**src/rtl/counter_reader.sv**
```systemverilog
// Initiator for the counter-read handshake: sweeps idx 0..NUM_CH-1, captures each
// returned count into a packed snapshot and a running total, and reports done/error.
module counter_reader #(
    parameter int NUM_CH  = 5,
    parameter int DW      = 5,
    parameter int IW      = 3,
    parameter int TW      = 8,
    parameter int TIMEOUT = 16
) (
    input  logic                 clk,
    input  logic                 reset,
    input  logic                 start,
    input  logic                 idle,
    input  logic                 valid,
    input  logic [DW-1:0]        data_in,
    output logic                 req,
    output logic [IW-1:0]        idx,
    output logic                 busy,
    output logic                 done,
    output logic                 error,
    output logic [NUM_CH*DW-1:0] snapshot,
    output logic [TW-1:0]        total
);

    localparam int TMW = $clog2(TIMEOUT);

    typedef enum logic [1:0] {
        ST_IDLE = 2'd0,
        ST_REQ  = 2'd1,
        ST_DONE = 2'd2,
        ST_ERR  = 2'd3
    } state_t;

    state_t              state_q, state_d;
    logic [IW-1:0]       idx_q, idx_d;
    logic [TMW-1:0]      timer_q, timer_d;
    logic [TW-1:0]       total_q, total_d;
    logic                error_q, error_d;
    logic [NUM_CH*DW-1:0] snap_q, snap_d;

    logic accept;
    logic last_ch;
    logic timed_out;
    logic clear;

    // valid already implies idle on the counter side; qualifying again keeps a
    // stray valid outside an idle window from being captured.
    assign accept    = (state_q == ST_REQ) && valid && idle;
    assign last_ch   = (idx_q == IW'(NUM_CH - 1));
    assign timed_out = (timer_q == TMW'(TIMEOUT - 1));
    assign clear     = (state_q == ST_IDLE) && start;

    always_ff @(posedge clk) begin
        if (reset) begin
            state_q <= ST_IDLE;
            idx_q   <= '0;
            timer_q <= '0;
            total_q <= '0;
            error_q <= 1'b0;
            snap_q  <= '0;
        end else begin
            state_q <= state_d;
            idx_q   <= idx_d;
            timer_q <= timer_d;
            total_q <= total_d;
            error_q <= error_d;
            snap_q  <= snap_d;
        end
    end

    always_comb begin
        state_d = state_q;
        case (state_q)
            ST_IDLE: if (start) state_d = ST_REQ;
            ST_REQ: begin
                if (accept) begin
                    if (last_ch) state_d = ST_DONE;
                end else if (timed_out) begin
                    state_d = ST_ERR;
                end
            end
            ST_DONE: state_d = ST_IDLE;
            ST_ERR:  state_d = ST_IDLE;
            default: state_d = ST_IDLE;
        endcase
    end

    always_comb begin
        idx_d   = idx_q;
        timer_d = timer_q;
        total_d = total_q;
        error_d = error_q;
        case (state_q)
            ST_IDLE: begin
                if (start) begin
                    idx_d   = '0;
                    timer_d = '0;
                    total_d = '0;
                    error_d = 1'b0;
                end
            end
            ST_REQ: begin
                if (accept) begin
                    timer_d = '0;
                    total_d = total_q + TW'(data_in);
                    if (!last_ch) idx_d = idx_q + IW'(1);
                end else if (timed_out) begin
                    error_d = 1'b1;
                end else begin
                    timer_d = timer_q + TMW'(1);
                end
            end
            ST_DONE: idx_d = '0;
            ST_ERR:  idx_d = '0;
            default: idx_d = '0;
        endcase
    end

    // Each channel slot is cleared on an accepted start and loaded when its idx is captured.
    generate
        for (genvar gi = 0; gi < NUM_CH; gi++) begin : g_ch
            assign snap_d[gi*DW +: DW] = clear ? '0 :
                                         (accept && idx_q == IW'(gi)) ? data_in :
                                         snap_q[gi*DW +: DW];
        end
    endgenerate

    always_comb begin
        req      = (state_q == ST_REQ);
        busy     = (state_q == ST_REQ);
        done     = (state_q == ST_DONE);
        idx      = idx_q;
        error    = error_q;
        snapshot = snap_q;
        total    = total_q;
    end

endmodule

```
**config.mk**
```make
export PLATFORM = sky130hd
export DESIGN_NAME = counter_reader
export DESIGN_NICKNAME = d
export VERILOG_FILES = /design/src/rtl/counter_reader.sv
export SDC_FILE = /design/constraint.sdc
export NUM_CORES = 1
export LEC_CHECK = 0
export ABC_AREA = 1
export BUFFER_PORTS_ARGS = -buffer_cell sky130_fd_sc_hd__buf_2
export CAP_MARGIN = 20
export CELL_PAD_IN_SITES_DETAIL_PLACEMENT = 2
export CELL_PAD_IN_SITES_GLOBAL_PLACEMENT = 2
export CORE_MARGIN = 2
export CORE_UTILIZATION = 29
export CTS_CLUSTER_DIAMETER = 150
export CTS_CLUSTER_SIZE = 30
export DETAILED_ROUTE_END_ITERATION = 16
export MAX_ROUTING_LAYER = met4
export PLACE_DENSITY = 0.88
export SYNTH_ARGS = -nofsm -noshare
export SYNTH_HDL_FRONTEND = slang
export SYNTH_SLANG_ARGS = --single-unit
```
**constraint.sdc**
```tcl
create_clock -name clk -period 1.6 [get_ports clk]
set_input_delay 0.08 -clock clk [delete_from_list [all_inputs] [get_ports clk]]
set_output_delay 0.08 -clock clk [all_outputs]
set_load 0.02 [all_outputs]
```
==> results of run 1 <==
## state kept, by name, summed over array words and instances, names as in the netlist
name      flops
error         1
timer_q       4
state_q       2
total         8
idx           3
snapshot     25
## kinds of logic (layout without fill, tap and decap cells)
family / Yosys count / in the layout
fa+ha+maj: 12 / 12
xor+xnor: 1 / 1
compound gates: 49 / 49
buf+inv: 30 / 92
flops: 43 / 43
simple gates: 135 / 135
## cell usage in the layout (no fill, tap or decap), types with 2 or more instances in the layout
cell and count:
nand2_2 3, dfxtp_2 2, ha_1 9, nor2_1 56
o21ai_0 24, clkbuf_8 5, nand2_1 47, clkinv_4 2
inv_2 2, inv_1 18, a21oi_1 20, buf_2 49
nand3_2 4, nor2_4 2, clkinv_1 3, nand3_1 18
dfxtp_1 41, buf_4 10
## routing by layer
metal | GRT usage [%] | share of wire (%)
met1 | 20.62 | 43
met2 | 32.76 | 52
met3 | 3.412 | 3.6
met4 | 6.534 | 1.5
met5 | - | 0
## stage by stage
step / total power [mW] / setup slack, ns / util, % / hold slack, ns / setup TNS, ns
floorplan: 1.368 / 0.07848 / - / 0.2149 / 0
global placement: 1.482 / 0.1096 / 35.18 / 0.4154 / 0
detailed placement: 1.503 / 0.03316 / 35.18 / 0.4189 / 0
CTS: 2.249 / 0.01970 / 36.59 / 0.08134 / 0
global route: 2.355 / -0.05206 / 37.34 / 0.09842 / -0.07106
finish: 2.227 / 0.05771 / 37.34 / 0.09048 / 0
## power breakdown
group	internal (mW)	switching [mW]
Clock	0.313	0.426
Sequential	1.10	0.0271
Combinational	0.119	0.244
Total	1.53	0.697
## synthesized netlist by cell type, types with 2 or more instances
cell type,instances,area [um2]
inv_1,18,67.56
a21oi_1,21,105.1
clkinv_1,3,11.26
nand2_2,3,18.77
nor2_1,57,214.0
nand3_2,3,30.03
nand3_1,19,95.09
inv_2,2,7.510
nand2_1,47,176.4
ha_1,11,137.6
dfxtp_1,43,860.8
o21ai_0,24,120.1
buf_2,3,15.01
## how the worst max path moves through the flow
stage,endpoint,slack [ns],cells past startpoint
after floorplan,total[6],0.08,8
after global placement,total[6],0.11,8
after detailed placement,idx[1],0.03,8
after CTS,total[6],0.02,9
after global routing,total[6],-0.05,9
final,total[2],0.06,6
## layout make-up
cell class / instances / area share (%)
inverter: 25 / 3.890
timing repair buffer: 59 / 12.77
clock buffer: 5 / 2.743
multi-input combinational: 197 / 41.20
sequential: 43 / 34.41
clock inverter: 3 / 0.9975
tap: 80 / 3.990
## timing repair
item                       CTS  global route
gates resized for setup      1             9
pin swaps                    0             3
setup endpoints to repair    1             5
buffers inserted             0             2
==> metrics.md, run 1 <==
| Metric | Value |
|---|---|
| Outcome | complete, no violations |
| Post-DR vias/cell | 4.908 |
| Post-route ant nets | 0 |
| Min Tclk post-route | 1.542 ns |
| Detailed-route wire length | 6444 um |
| First-pass GRT wire length | 10450 um |
| # placed instances | 402 |
| Crit path launch | total[0] |
| Crit end category | register |
| Multi-input gate area | 1033 um2 |
| Post-synthesis xor/xnor area fraction | 0.4397% |
| PwrDens | 887.7 nW/um2 |
| Simple-gate share of the synthesized area | 29.21% |
| Crit Path Max Fanout | 3 |
| Vias in the first global route | 2180 |
| CTS tree | built |
| Startpoint Class | register |
| Dpl hpwl | 4820 um |
| Max-slew violations | 0 |
| Number of max-cap violations | 0 |
| Leakage power | 1.188 nW |
| Ant diodes | 0 |
| CORE AREA | 6719 um2 |
| Initial Util | 29.65% |
| Tcrit/Tclk final | 96.39% |
| Sequential cell area | 863.3 um2 |
| Drt initial violations | 56 |
| CTS Buf Count | 5 |
| Total congestion overflow | 0 |
| Slowest stage cell, crit path | fa_2 |
| Layout cells sized above 1 | 26.51% |
| Post-synthesis sequential area ratio | 43.22% |
| Peak supply drop | 0.0003189 V |
| Cell family with most CP delay | adder cells |
| PortBufs | 49 |
| Post-Synth Adder-Cell Area | 7.915% |
| Routed WL per cell | 15.64 um |
| Worst R2R End | total[2] |
| Slew headroom | 80.82% |
| Worst-path cell chain | ha_4, fa_2, buf_4, a21oi_2, o211ai_1, a21oi_1 |
| Synth Flop Type | dfxtp_1 |
| Vias | 2022 |
| Post-synth EDFFs | 0 |
| Cts hold-fix bufs | 0 |
| Hold endpoint | total[0] |
| Max Root-Sink Buffers | 2 |
| Yosys reg bits | 43 |
| Total iterations of the first detailed-routing run | 3 |
| WS Path Type | reg -> reg |
| Die Y | 86.88 um |
| Compound-cell area share of the yosys netlist | 12.63% |
| Hold path cells | 2 |
| Final setup vio count | 0 |
| Critical Path AT | 1.78 ns |
| Layout area overhead | 25.94% |
| CTS Sinks | 43 |
| Layout fillers | 818 |
| Finished Layout Cells | 412 |
| Syn nets | 292 |
| Worst Reg-to-Reg Cells | 6 |
| Overall die width | 86.88 um |
| Async S/R FF share, synth | 0% |
| Largest family of logic cells by synthesized area | simple AND/OR/NAND/NOR gates |
| DRC Markers | 0 |
| Highest clock rate | 648.4 MHz |
| Tot GR Track Use | 18.46% |
| Crit Reg-Reg Startpoint | total[0] |
| Required @ worst endpoint | 1.84 ns |
| Cell area after synthesis | 1992 um2 |
| Slew @ Worst Pin | 0.2874 ns |
| R2R Setup Slk | 0.06 ns |
| Multiplexer share of the synthesized area | 0% |
| Fin. Hold Viols | 0 |
| Clock edge transition at the registers on the reported setup and hold paths | 0.09 ns |
| Initial antenna violation count | 0 |
| Area post-placement | 2364 um2 |
| Pin count of the biggest net entering global routing | 24 |
| Ports | 50 |
| Slowest stage delay, CP | 0.42 ns |
| Worst Skew | 0.005792 ns |
| Core Rows | 30 |
| Yosys Warn Count | 0 |
| Design area | 2509 um2 |
| GPL Wtd Cong | 0.7665 |
| Min-delay src | reset |
| Root Buffer | clkbuf_8 |
| Nets@finish | 353 |
| Die area | 7547 um2 |
| Worst skew pair latency | 0.31 ns |
| H-tree depth | 2 |
| Synth unique cells | 29 |
| Min-Delay Path Class | in -> reg |
| Synth Area per Inst | 7.377 um2 |
| Synthesized instance count | 270 |
| Crit path buf inv count | 1 |
Note: power is estimated with default switching activity, not from simulation.
==> run 2, diff against run 1 <==
--- a/config.mk
+++ b/config.mk
@@ -8,15 +8,13 @@
 export ABC_AREA = 1
 export BUFFER_PORTS_ARGS = -buffer_cell sky130_fd_sc_hd__buf_2
 export CAP_MARGIN = 20
-export CELL_PAD_IN_SITES_DETAIL_PLACEMENT = 2
-export CELL_PAD_IN_SITES_GLOBAL_PLACEMENT = 2
 export CORE_MARGIN = 2
-export CORE_UTILIZATION = 29
+export CORE_UTILIZATION = 52
 export CTS_CLUSTER_DIAMETER = 150
 export CTS_CLUSTER_SIZE = 30
 export DETAILED_ROUTE_END_ITERATION = 16
 export MAX_ROUTING_LAYER = met4
-export PLACE_DENSITY = 0.88
+export PLACE_DENSITY = 0.87
 export SYNTH_ARGS = -nofsm -noshare
 export SYNTH_HDL_FRONTEND = slang
 export SYNTH_SLANG_ARGS = --single-unit
==> run 2 against run 1 <==
  * Count of clock-buffer cells in the layout rose by 1
  * Flip-flop and latch count is the same
  * Sequential share of layout area increased by 1.0 points
  * Combinational power decreased by 14%
==> metrics.md, run 2 (synthesis results as in run 1) <==
| Metric | Value |
|---|---|
| Ant diodes | 0 |
| Min-delay src | reset |
| RSZ-0062 raised after global routing | no |
| Slew headroom | 81.85% |
| Layout fillers | 327 |
| Tot GR Track Use | 23.22% |
| Drt initial violations | 132 |
| Final setup TNS | 0 ns |
| Total congestion overflow | 0 |
| Routed WL per cell | 12.07 um |
| Layout cells sized above 1 | 24.00% |
| Highest clock rate | 679.0 MHz |
| Critical Path AT | 1.71 ns |
| Layout area overhead | 22.24% |
| Crit path launch | total[0] |
| Crit end category | register |
| WS Path Type | reg -> reg |
| Peak supply drop | 0.0006583 V |
| PortBufs | 49 |
| Crit path buf inv count | 0 |
| Core Rows | 22 |
| CTS Sinks | 43 |
| Detailed-route wire length | 4503 um |
| Ports | 50 |
| Fraction of power spent switching nets | 24.90% |
| Die Y | 65.89 um |
| Psw | 604.3 uW |
| Max reg flops | 25 |
| Clock edge transition at the registers on the reported setup and hold paths | 0.08 ns |
| Initial antenna violation count | 0 |
| Worst skew pair latency | 0.30 ns |
| Slowest stage delay, CP | 0.37 ns |
| Initial Util | 54.41% |
| Worst Skew | 0.004479 ns |
| Startpoint Class | register |
| PwrDens | 996.6 nW/um2 |
| Vias in the first global route | 1786 |
| Dpl hpwl | 3291 um |
| Tcrit/Tclk final | 92.04% |
| Comb pwr share | 12.9% |
| Pin count of the biggest net entering global routing | 24 |
| Cts hold-fix bufs | 0 |
| CTS tree | built |
| Crit Path Max Fanout | 3 |
| Final setup vio count | 0 |
| Max-slew violations | 0 |
| Share of power burned in registers | 46.4% |
| Leakage power | 1.177 nW |
| Crit Reg-Reg Startpoint | total[0] |
| DRC Markers | 0 |
| Int Power | 1.822 mW |
| Most common cell on crit path | nand2_1 |
| Nets@finish | 346 |
| Outcome | complete, no violations |
| First-pass GRT wire length | 7562 um |
| Max Root-Sink Buffers | 2 |
| Number of max-cap violations | 0 |
| Post_cts resized | 0 |
| Slew @ Worst Pin | 0.2719 ns |
| Vias | 1939 |
| CORE AREA | 3661 um2 |
| Post-route ant nets | 0 |
| Fin. Hold Viols | 0 |
| GPL Wtd Cong | 0.9120 |
| Min-Delay Path Class | in -> reg |
| Root Buffer | clkbuf_8 |
| Most frequent cells in the layout | 56 x nor2_1, 49 x buf_2, 47 x nand2_1 |
| Die area | 4341 um2 |
| Setup Fix Bufs, Post-CTS | 0 |
| Slowest stage cell, crit path | fa_2 |
| Clock share of power | 40.7% |
| Worst-path cell chain | ha_1, fa_2, nand3_2, nand2_1, nand2_1, nand2_1, nand2_1, nand2_1, nor2_1 |
| H-tree depth | 2 |
| Total iterations of the first detailed-routing run | 5 |
| Required @ worst endpoint | 1.84 ns |
| Commonest non-fill, non-tap cell in the layout | nor2_1 |
| Overall power | 2.427 mW |
| Overall die width | 65.89 um |
| Post-DR vias/cell | 5.198 |
| Cell family with most CP delay | adder cells |
| Min Tclk post-route | 1.473 ns |
| CTS Buf Count | 5 |
-- run 2: cell count changes in the layout (fill, tap and decap cells not counted) --
cell / before / now
bufinv_16: 0 / 2
ha_4: 1 / 0
ha_1: 9 / 11
clkinv_4: 2 / 0
nor2_2: 1 / 2
clkbuf_1: 0 / 1
buf_4: 10 / 3
ha_2: 1 / 0
nor2_4: 2 / 1
clkinvlp_4: 1 / 0
-- run 2: path summary, 6_finish.rpt --
kind	to	cells past startpoint	slack (ns)
min	total[4]	2	0.08
max reg2reg	total[6]	9	0.13
max	total[6]	9	0.13
min reg2reg	snapshot[17]	2	0.47
-- run 2: routing by layer --
| layer | GRT usage, % | routed length (um) | vias up |
|---|---|---|---|
| met5 | - | 0 | - |
| met4 | 10.16 | 72 | 0 |
| met3 | 4.259 | 296 | 7 |
| met2 | 39.52 | 2184 | 70 |
| met1 | 26.67 | 1950 | 882 |
| li1 | - | - | 980 |
-- run 2: power by group through the flow --
| stage | Combinational [mW] | Clock [mW] | Sequential (mW) |
|---|---|---|---|
| 3_3_place_gp | 0.300 | 0 | 1.15 |
| 3_5_place_dp | 0.306 | 0 | 1.15 |
| 4_1_cts | 0.309 | 0.999 | 1.13 |
| 5_1_grt | 0.354 | 1.05 | 1.13 |
| 6_report | 0.313 | 0.987 | 1.13 |
| 2_1_floorplan | 0.202 | 0 | 1.17 |
-- run 2: final cells by class --
type,instances,area (um2),area share [%]
Inverter,25,97.59,4.008
Multi-Input combinational cell,197,1013,41.62
Tap cell,48,60.06,2.467
Clock buffer,6,72.57,2.980
Sequential cell,43,863.3,35.46
Timing Repair Buffer,52,267.8,11.00
Clock inverter,2,60.06,2.467
-- run 2: stage by stage --
step / hold slack, ns / area, um2 / std cells / utilization (%) / worst slack (ns)
floorplan: 0.2149 / 1992 / 270 / - / 0.07848
global placement: 0.3872 / 2286 / 365 / 62.44 / 0.1402
detailed placement: 0.3842 / 2286 / 365 / 62.44 / 0.08959
CTS: 0.06830 / 2419 / 373 / 66.06 / 0.06348
global route: 0.07085 / 2435 / 373 / 66.51 / 0.01760
finish: 0.07539 / 2435 / 373 / 66.51 / 0.1273
==> run 3, diff against run 2 <==
--- a/config.mk
+++ b/config.mk
@@ -5,7 +5,6 @@
 export SDC_FILE = /design/constraint.sdc
 export NUM_CORES = 1
 export LEC_CHECK = 0
-export ABC_AREA = 1
 export BUFFER_PORTS_ARGS = -buffer_cell sky130_fd_sc_hd__buf_2
 export CAP_MARGIN = 20
 export CORE_MARGIN = 2
==> run 3 against run 2 <==
  * The run now ends with negative setup slack left
  * Cell count is 12% lower
  * First-iteration DRC count is 11% lower
  * Clock skew is 0.00058 ns lower
  * Hold slack better by 0.037 ns
  * Routed wire length is 9.5% higher
  * Core utilization is 5.1 points higher
  * Critical path type unchanged
  * Largest power group unchanged
  * Highest routed layer unchanged
==> metrics.md, run 3 <==
| Metric | Value |
|---|---|
| Cts hold-fix bufs | 0 |
| Leakage power | 1.149 nW |
| Multi-input gate area | 1129 um2 |
| Drt initial violations | 117 |
| Die area | 4311 um2 |
| Sequential cell area | 869.6 um2 |
| Slew @ Worst Pin | 0.3715 ns |
| Layout area overhead | 32.66% |
| Worst hold margin | 0.1125 ns |
| Max Root-Sink Buffers | 2 |
| Post-synthesis sequential area ratio | 43.54% |
| Synth Flop Type | dfxtp_1 |
| Layout fillers | 279 |
| # placed instances | 319 |
| Synth Area per Inst | 9.281 um2 |
| Area post-placement | 2427 um2 |
| CORE AREA | 3661 um2 |
| Startpoint Class | register |
| DRC Markers | 0 |
| WS Path Type | reg -> reg |
| Max reg flops | 25 |
| Highest clock rate | 598.5 MHz |
| Synthesized instance count | 213 |
| Tot GR Track Use | 25.03% |
| Detailed-route wire length | 4933 um |
| Number of max-cap violations | 0 |
| Layout cells sized above 1 | 35.94% |
| Synth unique cells | 42 |
| Die Y | 65.66 um |
| Worst skew pair latency | 0.30 ns |
| Yosys reg bits | 43 |
| Nets@finish | 303 |
| Top cells by area, synth | dfxtp_1 44%, mux2i_1 10%, ha_1 7.0%, nor2_1 5.7%, a21oi_1 4.8% |
| Synth area leader | dfxtp_1 |
| Fin. Hold Viols | 0 |
| Overall die width | 65.66 um |
| Total congestion overflow | 0 |
| Most frequent cells in the layout | 49 x buf_2, 38 x dfxtp_1, 30 x nor2_1 |
| Min-Delay Path Class | in -> reg |
| RSZ-0062 raised after global routing | yes |
| Core Rows | 22 |
| Root Buffer | clkbuf_8 |
| Crit Path Max Fanout | 3 |
| Pin count of the biggest net entering global routing | 30 |
| Slowest stage cell, crit path | fa_2 |
| Required @ worst endpoint | 1.78 ns |
| CTS Buf Count | 5 |
| Slew headroom | 75.12% |
| Count leader, synth | dfxtp_1 |
| Ports | 50 |
| Clock edge transition at the registers on the reported setup and hold paths | 0.08 ns |
| Routed WL per cell | 14.99 um |
| H-tree depth | 2 |
| Critical Path AT | 1.85 ns |
| Tcrit/Tclk final | 104.4% |
| Finished Layout Cells | 329 |
| Worst Skew | 0.003903 ns |
| GPL Wtd Cong | 0.8913 |
| Async S/R FF share, synth | 0% |
| Total iterations of the first detailed-routing run | 5 |
| Outcome | finished, violations left |
| Cell area after synthesis | 1977 um2 |
| Post-route ant nets | 0 |
| CTS tree | built |
| Initial Util | 54.00% |
| Crit end category | register |
| CTS Sinks | 43 |
| Design area | 2623 um2 |
| Ant diodes | 0 |
| Worst-path cell chain | ha_4, fa_2, a21o_1, a211o_1, a32oi_1, nor2_1 |
| Yosys Warn Count | 0 |
| Top post-synthesis cells by count | 43 x dfxtp_1, 30 x nor2_1, 20 x mux2i_1 |
| Syn nets | 235 |
| Peak supply drop | 0.0007653 V |
| Min Tclk post-route | 1.671 ns |
| Post-synth EDFFs | 0 |
| Initial antenna violation count | 0 |
| Slowest stage delay, CP | 0.35 ns |
| PwrDens | 833.2 nW/um2 |
| DP Worst Slack | -0.1054 ns |
| Failing checks | negative setup slack |
| Commonest non-fill, non-tap cell in the layout | buf_2 |
| PortBufs | 49 |
| Vias in the first global route | 1709 |
| Final setup vio count | 5 |
| Max-slew violations | 0 |
| First-pass GRT wire length | 7997 um |
| Setup ws final | -0.07082 ns |
| Dpl hpwl | 3495 um |
| Vias | 1794 |
| Post-DR vias/cell | 5.453 |
| Synth top area share | 43.54% |
## run 3: cell types whose count changed in the layout (fill, tap and decap cells not counted), sizes merged, moves of 5 or more
cell,delta
mux2i,+20
nor2,-28
inv,-17
nand3,-15
nand2,-36
o21ai,-22
and3,+5
buf,+20
## run 3: worst max-delay path: cells and delay by family (launching register included)
kind	cells	cell delay, ns
compound gates	3	0.64
fa+ha+maj	2	0.51
flops	1	0.34
simple gates	1	0.05
## run 3: metal layers
layer	GRT usage (%)	part of all wire (%)	up-vias	wire length, um
li1	-	-	887	-
met1	28.72	43	836	2144
met2	40.66	49	59	2440
met3	6.849	4.7	12	234
met4	11.46	2.3	0	114
met5	-	0	-	0
## run 3: kinds of logic (layout without fill, tap and decap cells)
group / after synthesis / after routing / synth area share (%)
flops: 43 / 43 / 43.54
simple gates: 80 / 80 / 20.76
buf+inv: 15 / 83 / 3.607
mux: 20 / 20 / 10.13
compound gates: 42 / 42 / 13.54
xor+xnor: 1 / 1 / 0.4431
fa+ha+maj: 12 / 12 / 7.975
## run 3: final cells by class
class | instances | area share (%)
Inverter | 4 | 0.5725
Sequential cell | 43 | 33.16
Tap cell | 48 | 2.290
Timing Repair Buffer | 72 | 17.03
Multi-Input combinational cell | 155 | 43.03
Clock buffer | 6 | 2.767
Clock inverter | 1 | 1.145
## run 3: repair_timing
item	in CTS	in global routing
buffers inserted	0	3
setup endpoints to repair	20	29
pin swaps	2	11
cloned	0	0
resized for setup	5	10
## run 3: worst paths after layout
kind / startpoint / end / slack (ns) / cells after the start
hold reg to reg: snapshot[16] / snapshot[16] / 0.46 / 2
setup / recovery: total[0] / total[4] / -0.07 / 6
setup reg to reg: total[0] / total[4] / -0.07 / 6
hold / removal: data_in[4] / snapshot[19] / 0.11 / 3
## run 3: per-stage QoR
step | utilization [%] | TNS, ns | power (mW)
after floorplan | - | -0.06887 | 1.273
after global placement | 66.30 | -0.009638 | 1.377
after detailed placement | 66.30 | -1.154 | 1.385
after CTS | 69.82 | -0.05247 | 2.183
after global routing | 71.63 | -0.4674 | 2.277
final | 71.63 | -0.1701 | 2.185
## run 3: report_power, final
part | switching (mW) | internal [mW] | leakage [nW]
logic | 0.163 | 0.122 | 0.748
clock network | 0.347 | 0.457 | 0.0513
registers | 0.0133 | 1.08 | 0.350
total | 0.523 | 1.66 | 1.15
